$ cat src/rtl/cpu_types_pkg.sv
// -----------------------------------------------------------------------------
// cpu_types_pkg
// Purpose : Shared types for the cache/memory arbitration slice.
//           word_t      - 32-bit address/data word
//           ramstate_t  - status reported by the RAM model
//           arb_state_t - arbiter FSM states
// Ports   : none (package)
// -----------------------------------------------------------------------------
package cpu_types_pkg;

   localparam int WORD_W = 32;

   typedef logic [WORD_W-1:0] word_t;

   typedef enum logic [1:0] {
      FREE   = 2'd0,
      BUSY   = 2'd1,
      ACCESS = 2'd2,
      ERROR  = 2'd3
   } ramstate_t;

   typedef enum logic [1:0] {
      IDLE   = 2'd0,
      DGRANT = 2'd1,
      IGRANT = 2'd2
   } arb_state_t;

endpackage

$ cat src/rtl/starve_counter.sv
// -----------------------------------------------------------------------------
// starve_counter
// Purpose : Saturating up-counter used to bound how many dcache grants may be
//           issued while the icache is left waiting.
// Ports   : i_clk  - clock, rising edge
//           i_nrst - synchronous active-low reset
//           i_inc  - count one more dcache grant (ignored once saturated)
//           i_clr  - clear to zero (wins over i_inc)
//           o_sat  - counter has reached MAX
// -----------------------------------------------------------------------------
module starve_counter #(
   parameter int MAX   = 4,
   parameter int CNT_W = $clog2(MAX + 1)
) (
   input  logic i_clk,
   input  logic i_nrst,
   input  logic i_inc,
   input  logic i_clr,
   output logic o_sat
);

   logic [CNT_W-1:0] r_cnt;
   logic             w_sat;

   assign w_sat = (r_cnt == CNT_W'(MAX));
   assign o_sat = w_sat;

   always_ff @(posedge i_clk) begin
      if (!i_nrst) begin
         r_cnt <= '0;
      end else if (i_clr) begin
         r_cnt <= '0;
      end else if (i_inc && !w_sat) begin
         r_cnt <= r_cnt + 1'b1;
      end
   end

endmodule

$ cat src/rtl/cache_mem_arbiter.sv
// -----------------------------------------------------------------------------
// cache_mem_arbiter
// Purpose : Shares one RAM port between the icache fill path and the dcache
//           fill/writeback path. One requester is latched per transaction and
//           keeps the grant until RAM reports ACCESS. The dcache has priority;
//           a starvation counter forces an icache grant after STARVE_MAX
//           dcache grants taken while the icache was pending.
// Ports   : CLK, nRST                    - clock, sync active-low reset
//           iREN, iaddr / iload, iwait   - icache read request / response
//           dREN, dWEN, daddr, dstore    - dcache read/write request
//           dload, dwait                 - dcache response
//           ramREN, ramWEN, ramaddr,
//           ramstore                     - RAM command
//           ramload, ramstate            - RAM response and status
// -----------------------------------------------------------------------------
module cache_mem_arbiter
   import cpu_types_pkg::*;
#(
   parameter int STARVE_MAX = 4,
   parameter int ADDR_W     = 32
) (
   input  logic              CLK,
   input  logic              nRST,
   input  logic              iREN,
   input  logic [ADDR_W-1:0] iaddr,
   output logic [ADDR_W-1:0] iload,
   output logic              iwait,
   input  logic              dREN,
   input  logic              dWEN,
   input  logic [ADDR_W-1:0] daddr,
   input  logic [ADDR_W-1:0] dstore,
   output logic [ADDR_W-1:0] dload,
   output logic              dwait,
   output logic              ramREN,
   output logic              ramWEN,
   output logic [ADDR_W-1:0] ramaddr,
   output logic [ADDR_W-1:0] ramstore,
   input  logic [ADDR_W-1:0] ramload,
   input  logic [1:0]        ramstate
);

   arb_state_t r_state;
   ramstate_t  w_ramstate;
   logic       w_dreq;
   logic       w_access;
   logic       w_sat;
   logic       w_go_d;
   logic       w_inc;
   logic       w_clr;

   assign w_ramstate = ramstate_t'(ramstate);
   assign w_access   = (w_ramstate == ACCESS);
   assign w_dreq     = dREN | dWEN;

   // dcache wins unless the icache is waiting and has already been passed
   // over STARVE_MAX times.
   assign w_go_d = w_dreq && !(iREN && w_sat);

   // Count a dcache grant only when it actually overtakes a waiting icache.
   assign w_inc = (r_state == IDLE) && w_go_d && iREN;
   assign w_clr = ((r_state == IDLE) && !iREN) ||
                  ((r_state == IGRANT) && iREN && w_access);

   starve_counter #(
      .MAX (STARVE_MAX)
   ) u_starve (
      .i_clk  (CLK),
      .i_nrst (nRST),
      .i_inc  (w_inc),
      .i_clr  (w_clr),
      .o_sat  (w_sat)
   );

   always_ff @(posedge CLK) begin
      if (!nRST) begin
         r_state <= IDLE;
      end else begin
         case (r_state)
            IDLE: begin
               if (w_go_d) begin
                  r_state <= DGRANT;
               end else if (iREN) begin
                  r_state <= IGRANT;
               end
            end
            // A dropped request also releases the grant so a misbehaving
            // requester can never lock the RAM port.
            DGRANT: begin
               if (!w_dreq || w_access) begin
                  r_state <= IDLE;
               end
            end
            IGRANT: begin
               if (!iREN || w_access) begin
                  r_state <= IDLE;
               end
            end
            default: r_state <= IDLE;
         endcase
      end
   end

   always_comb begin
      ramREN   = 1'b0;
      ramWEN   = 1'b0;
      ramaddr  = '0;
      ramstore = '0;
      iload    = '0;
      dload    = '0;
      iwait    = 1'b1;
      dwait    = 1'b1;
      case (r_state)
         DGRANT: begin
            // Illegal dREN&dWEN resolves to a write.
            ramREN   = dREN & ~dWEN;
            ramWEN   = dWEN;
            ramaddr  = daddr;
            ramstore = dstore;
            dload    = ramload;
            dwait    = ~(w_access & w_dreq);
         end
         IGRANT: begin
            ramREN  = 1'b1;
            ramaddr = iaddr;
            iload   = ramload;
            iwait   = ~(w_access & iREN);
         end
         default: begin
         end
      endcase
   end

endmodule

$ cat config.mk
export PLATFORM = sky130hd
export DESIGN_NAME = cache_mem_arbiter
export DESIGN_NICKNAME = d
export VERILOG_FILES = /design/src/rtl/cpu_types_pkg.sv /design/src/rtl/starve_counter.sv /design/src/rtl/cache_mem_arbiter.sv
export SDC_FILE = /design/constraint.sdc
export NUM_CORES = 1
export LEC_CHECK = 0
export BUFFER_PORTS_ARGS = -buffer_cell sky130_fd_sc_hd__buf_2
export CAP_MARGIN = 25
export CORE_AREA = 2 2 102 104
export CTS_BUF_LIST = sky130_fd_sc_hd__clkbuf_4 sky130_fd_sc_hd__clkbuf_8
export CTS_CLUSTER_DIAMETER = 60
export DETAILED_ROUTE_END_ITERATION = 7
export DIE_AREA = 0 0 104 106
export GPL_ROUTABILITY_DRIVEN = 0
export PLACE_DENSITY_LB_ADDON = 0.25
export SLEW_MARGIN = 10
export SYNTH_ARGS = -nofsm -noshare
export SYNTH_HDL_FRONTEND = slang
export SYNTH_HIERARCHICAL = 1
export SYNTH_SLANG_ARGS = --single-unit
export TNS_END_PERCENT = 20
$ cat constraint.sdc
create_clock -name CLK -period 1.8 [get_ports CLK]
set_input_delay 0.36 -clock CLK [delete_from_list [all_inputs] [get_ports CLK]]
set_output_delay 0.36 -clock CLK [all_outputs]
set_load 0.02 [all_outputs]
==> metrics.md <==
| Metric | Value |
|---|---|
| Yosys reg bits | `5` |
| Worst EP arrival | `1.47 ns` |
| Crit start category | `register` |
| Post CTS Setup Buffer Count | `0` |
| Setup_tns | `-0.1088 ns` |
| Failing checks | `negative setup slack` |
| Area leader, netlist | `and2_1` |
| Final period util | `101.8%` |
| Via-to-Cell Ratio | `4.080` |
| Worst setup path endpoint | `dload[20]` |
| Final Non-Filler Cells | `625` |
| Nets | `631` |
| Starting density of the core | `15.70%` |
| Routed Wire Length | `7986 µm` |
| Cell with the most instances after synthesis | `and2_1` |
| CTS tree | `done` |
| Clock tree sinks | `5` |
| Worst Skew | `0.003815 ns` |
| Setup ws final | `-0.03201 ns` |
| R2R Setup Slk | `0.15 ns` |
| Syn Inst Count | `230` |
| Number of synthesized flops with an enable pin | `0` |
| Max VDD drop | `0.4025 mV` |
| Hold WC Path Type | `in -> reg` |
| R2R Path Start | `u_starve/r_cnt[0]` |
| CTS buffer count | `3` |
| Share of Yosys cell area claimed by the top area cell type | `39.04%` |
| # hold bufs at CTS | `0` |
| DRC viols | `0` |
| First-pass DRT Iterations | `4` |
| Fraction of layout cells with a size suffix above 1 | `64.01%` |
| Minimum clock period | `1.832 ns` |
| CP Capture Type | `output port` |
| Main synth FF type | `dfxtp_1` |
| First-pass GRT wire length | `11440 µm` |
| Wirelength per Cell | `12.78 µm` |
| Fin. max-slew vios | `0` |
| Final hold violation count | `0` |
| CORE AREA | `0.01000 mm²` |
| GRT Total Usage | `12.24%` |
| Crit-path max FO | `51` |
| Worst slew pin tran | `0.2810 ns` |
| R2R Path End | `u_starve/r_cnt[1]` |
| Pin count of the biggest net entering global routing | `52` |
| PwrDens | `518.0 mW/mm²` |
| Max_cap viols | `0` |
| Die Y | `106 µm` |
| Worst Setup Path Type | `reg -> out` |
| Final setup vio count | `8` |
| Status | `finished, violations left` |
| Vias in the first global route | `2260` |
| Die span in x | `104 µm` |
| DP Worst Slack | `0.1045 ns` |
| CTS clk-pin slew, worst paths | `0.03 ns` |
| Final total power | `1.860 mW` |
| Syn_nets | `371` |
| Yosys Warn Count | `6` |
| Mapped Area | `0.001570 mm²` |
| Synth top cells by count | `and2_1, a22oi_1, nor2b_1` |
| Critical path origin | `r_state[1]` |
| Fmax | `0.5458 GHz` |
| I/O Buffers | `266` |
| DR iter-0 viols | `99` |
| Boundary Pins | `267` |
| Remaining Overflow, GRT | `0` |
| DP HPWL | `6085 µm` |
| Initial antenna violation count | `0` |
| Pleak | `1.905 nW` |
| Share of the yosys chip area belonging to registers | `6.375%` |
| Distinct cells, synth | `28` |
| Clock Latency Late Sink | `0.22 ns` |
| Via Count | `2550` |
| H-tree Lvls | `1` |
| Die Area | `0.01102 mm²` |
| Synth area leaders | `and2_1, a22oi_1, nor2b_1` |
| Ant diodes | `0` |
| Root buffer cell | `clkbuf_8` |
| Avg Inst Size Synth | `6.827 µm²` |
| Worst reg2reg path depth | `6` |
| Async SR Flop Fraction | `0%` |
| Max_slew headroom | `81.12%` |
| WHS | `0.4654 ns` |
| CP max stage delay | `0.36 ns` |
| Area added between synthesis and finish | `128.6%` |
| Worst Path Required | `1.44 ns` |
| Hold Path Depth | `3` |
| Critical-path top delay cell | `dfxtp_4` |
| Row cnt | `37` |
| DRT antenna net count | `0` |
| Worst-case clock buffer depth | `2` |
| Critical path, cell by cell | `inv_4 > ha_4 > buf_12 > and2_1 > buf_2` |
| Cells after DPL | `617` |
| RSZ-0062 raised after global routing | `true` |
## metal layers
layer / global-route usage [%] / share of wire (%)
met5: 0 / 0
met4: 1.641 / 0.81
met3: 2.207 / 5.9
met2: 22.46 / 53
met1: 15.24 / 40
## logic make-up after synthesis
family | after synthesis | synth area share, %
compound gates | 38 | 18.49
fa+ha+maj | 6 | 4.781
buf+inv | 25 | 7.171
flops | 5 | 6.375
mux | 4 | 2.550
simple gates | 152 | 60.64
## cells in the final DEF, fill, tap and decap left out
| cell | instances |
|---|---|
| nand2b_2 | 1 |
| inv_4 | 1 |
| a31oi_2 | 1 |
| a22oi_2 | 18 |
| nor2_1 | 2 |
| ha_2 | 1 |
| clkbuf_4 | 1 |
| ha_1 | 2 |
| nand3b_1 | 4 |
| dfxtp_4 | 2 |
| nand3_1 | 3 |
| buf_12 | 5 |
| a22oi_1 | 14 |
| and4b_1 | 1 |
| o21a_1 | 1 |
| or3b_1 | 1 |
| nand2_1 | 6 |
| ha_4 | 3 |
| nor2b_1 | 30 |
| inv_2 | 1 |
| mux2i_1 | 4 |
| and2_1 | 98 |
| nor2b_2 | 2 |
| a21boi_2 | 1 |
| buf_6 | 1 |
| or2_4 | 1 |
| clkbuf_8 | 3 |
| nor3_1 | 1 |
| clkbuf_16 | 3 |
| o22ai_2 | 1 |
| buf_4 | 82 |
| inv_1 | 3 |
| a21oi_1 | 2 |
| buf_16 | 1 |
| dfxtp_1 | 3 |
| nor4b_2 | 1 |
| and2b_1 | 1 |
| buf_2 | 183 |
## sequential cells by signal, indices dropped and copies added (netlist names)
| signal | flops |
|---|---|
| u_starve/r_cnt | 3 |
| r_state | 2 |
## power by group
| part | internal, mW | switching, mW | leakage, nW | total, mW |
|---|---|---|---|---|
| sequential | 0.122 | 0.0112 | 0.0421 | 0.133 |
| clock | 0.167 | 0.0581 | 0.0262 | 0.225 |
| combinational | 0.725 | 0.776 | 1.84 | 1.50 |
## how the worst min path moves through the flow
stage / from / endpoint / slack, ns
floorplan: r_state[0] / r_state[0] / 0.45
global placement: r_state[0] / r_state[0] / 0.48
finish: nRST / r_state[0] / 0.47
detailed placement: r_state[0] / r_state[0] / 0.48
global route: nRST / r_state[0] / 0.50
CTS: nRST / r_state[0] / 0.47
## critical path, delay by kind of cell (launching register included)
kind,cells,cell delay (ns)
adder cells (fa/ha/maj),1,0.23
buffers and inverters,3,0.46
flip-flops,1,0.36
AND/OR/NAND/NOR,1,0.18
## area by class of cell
cell class,instances,area (µm²)
fill,1069,6410
timing repair buffer,275,1745
multi-input combinational,200,1496
tap,136,170.2
sequential,5,107.6
clock buffer,4,48.80
inverter,5,21.27
## repair_timing
action / CTS / global route
pin swaps: 1 / 13
endpoints found under the hold margin: 0 / 0
endpoints found under the setup margin: 64 / 80
cloned: 1 / 3
resized for setup: 25 / 93
## per-stage QoR
stage / utilization, % / cell area, µm²
2_1_floorplan: - / 1570
3_3_place_gp: 30.81 / 3080
3_5_place_dp: 30.81 / 3080
4_1_cts: 32.42 / 3242
5_1_grt: 35.90 / 3590
6_report: 35.90 / 3590
Note: power is estimated with default switching activity, not from simulation.
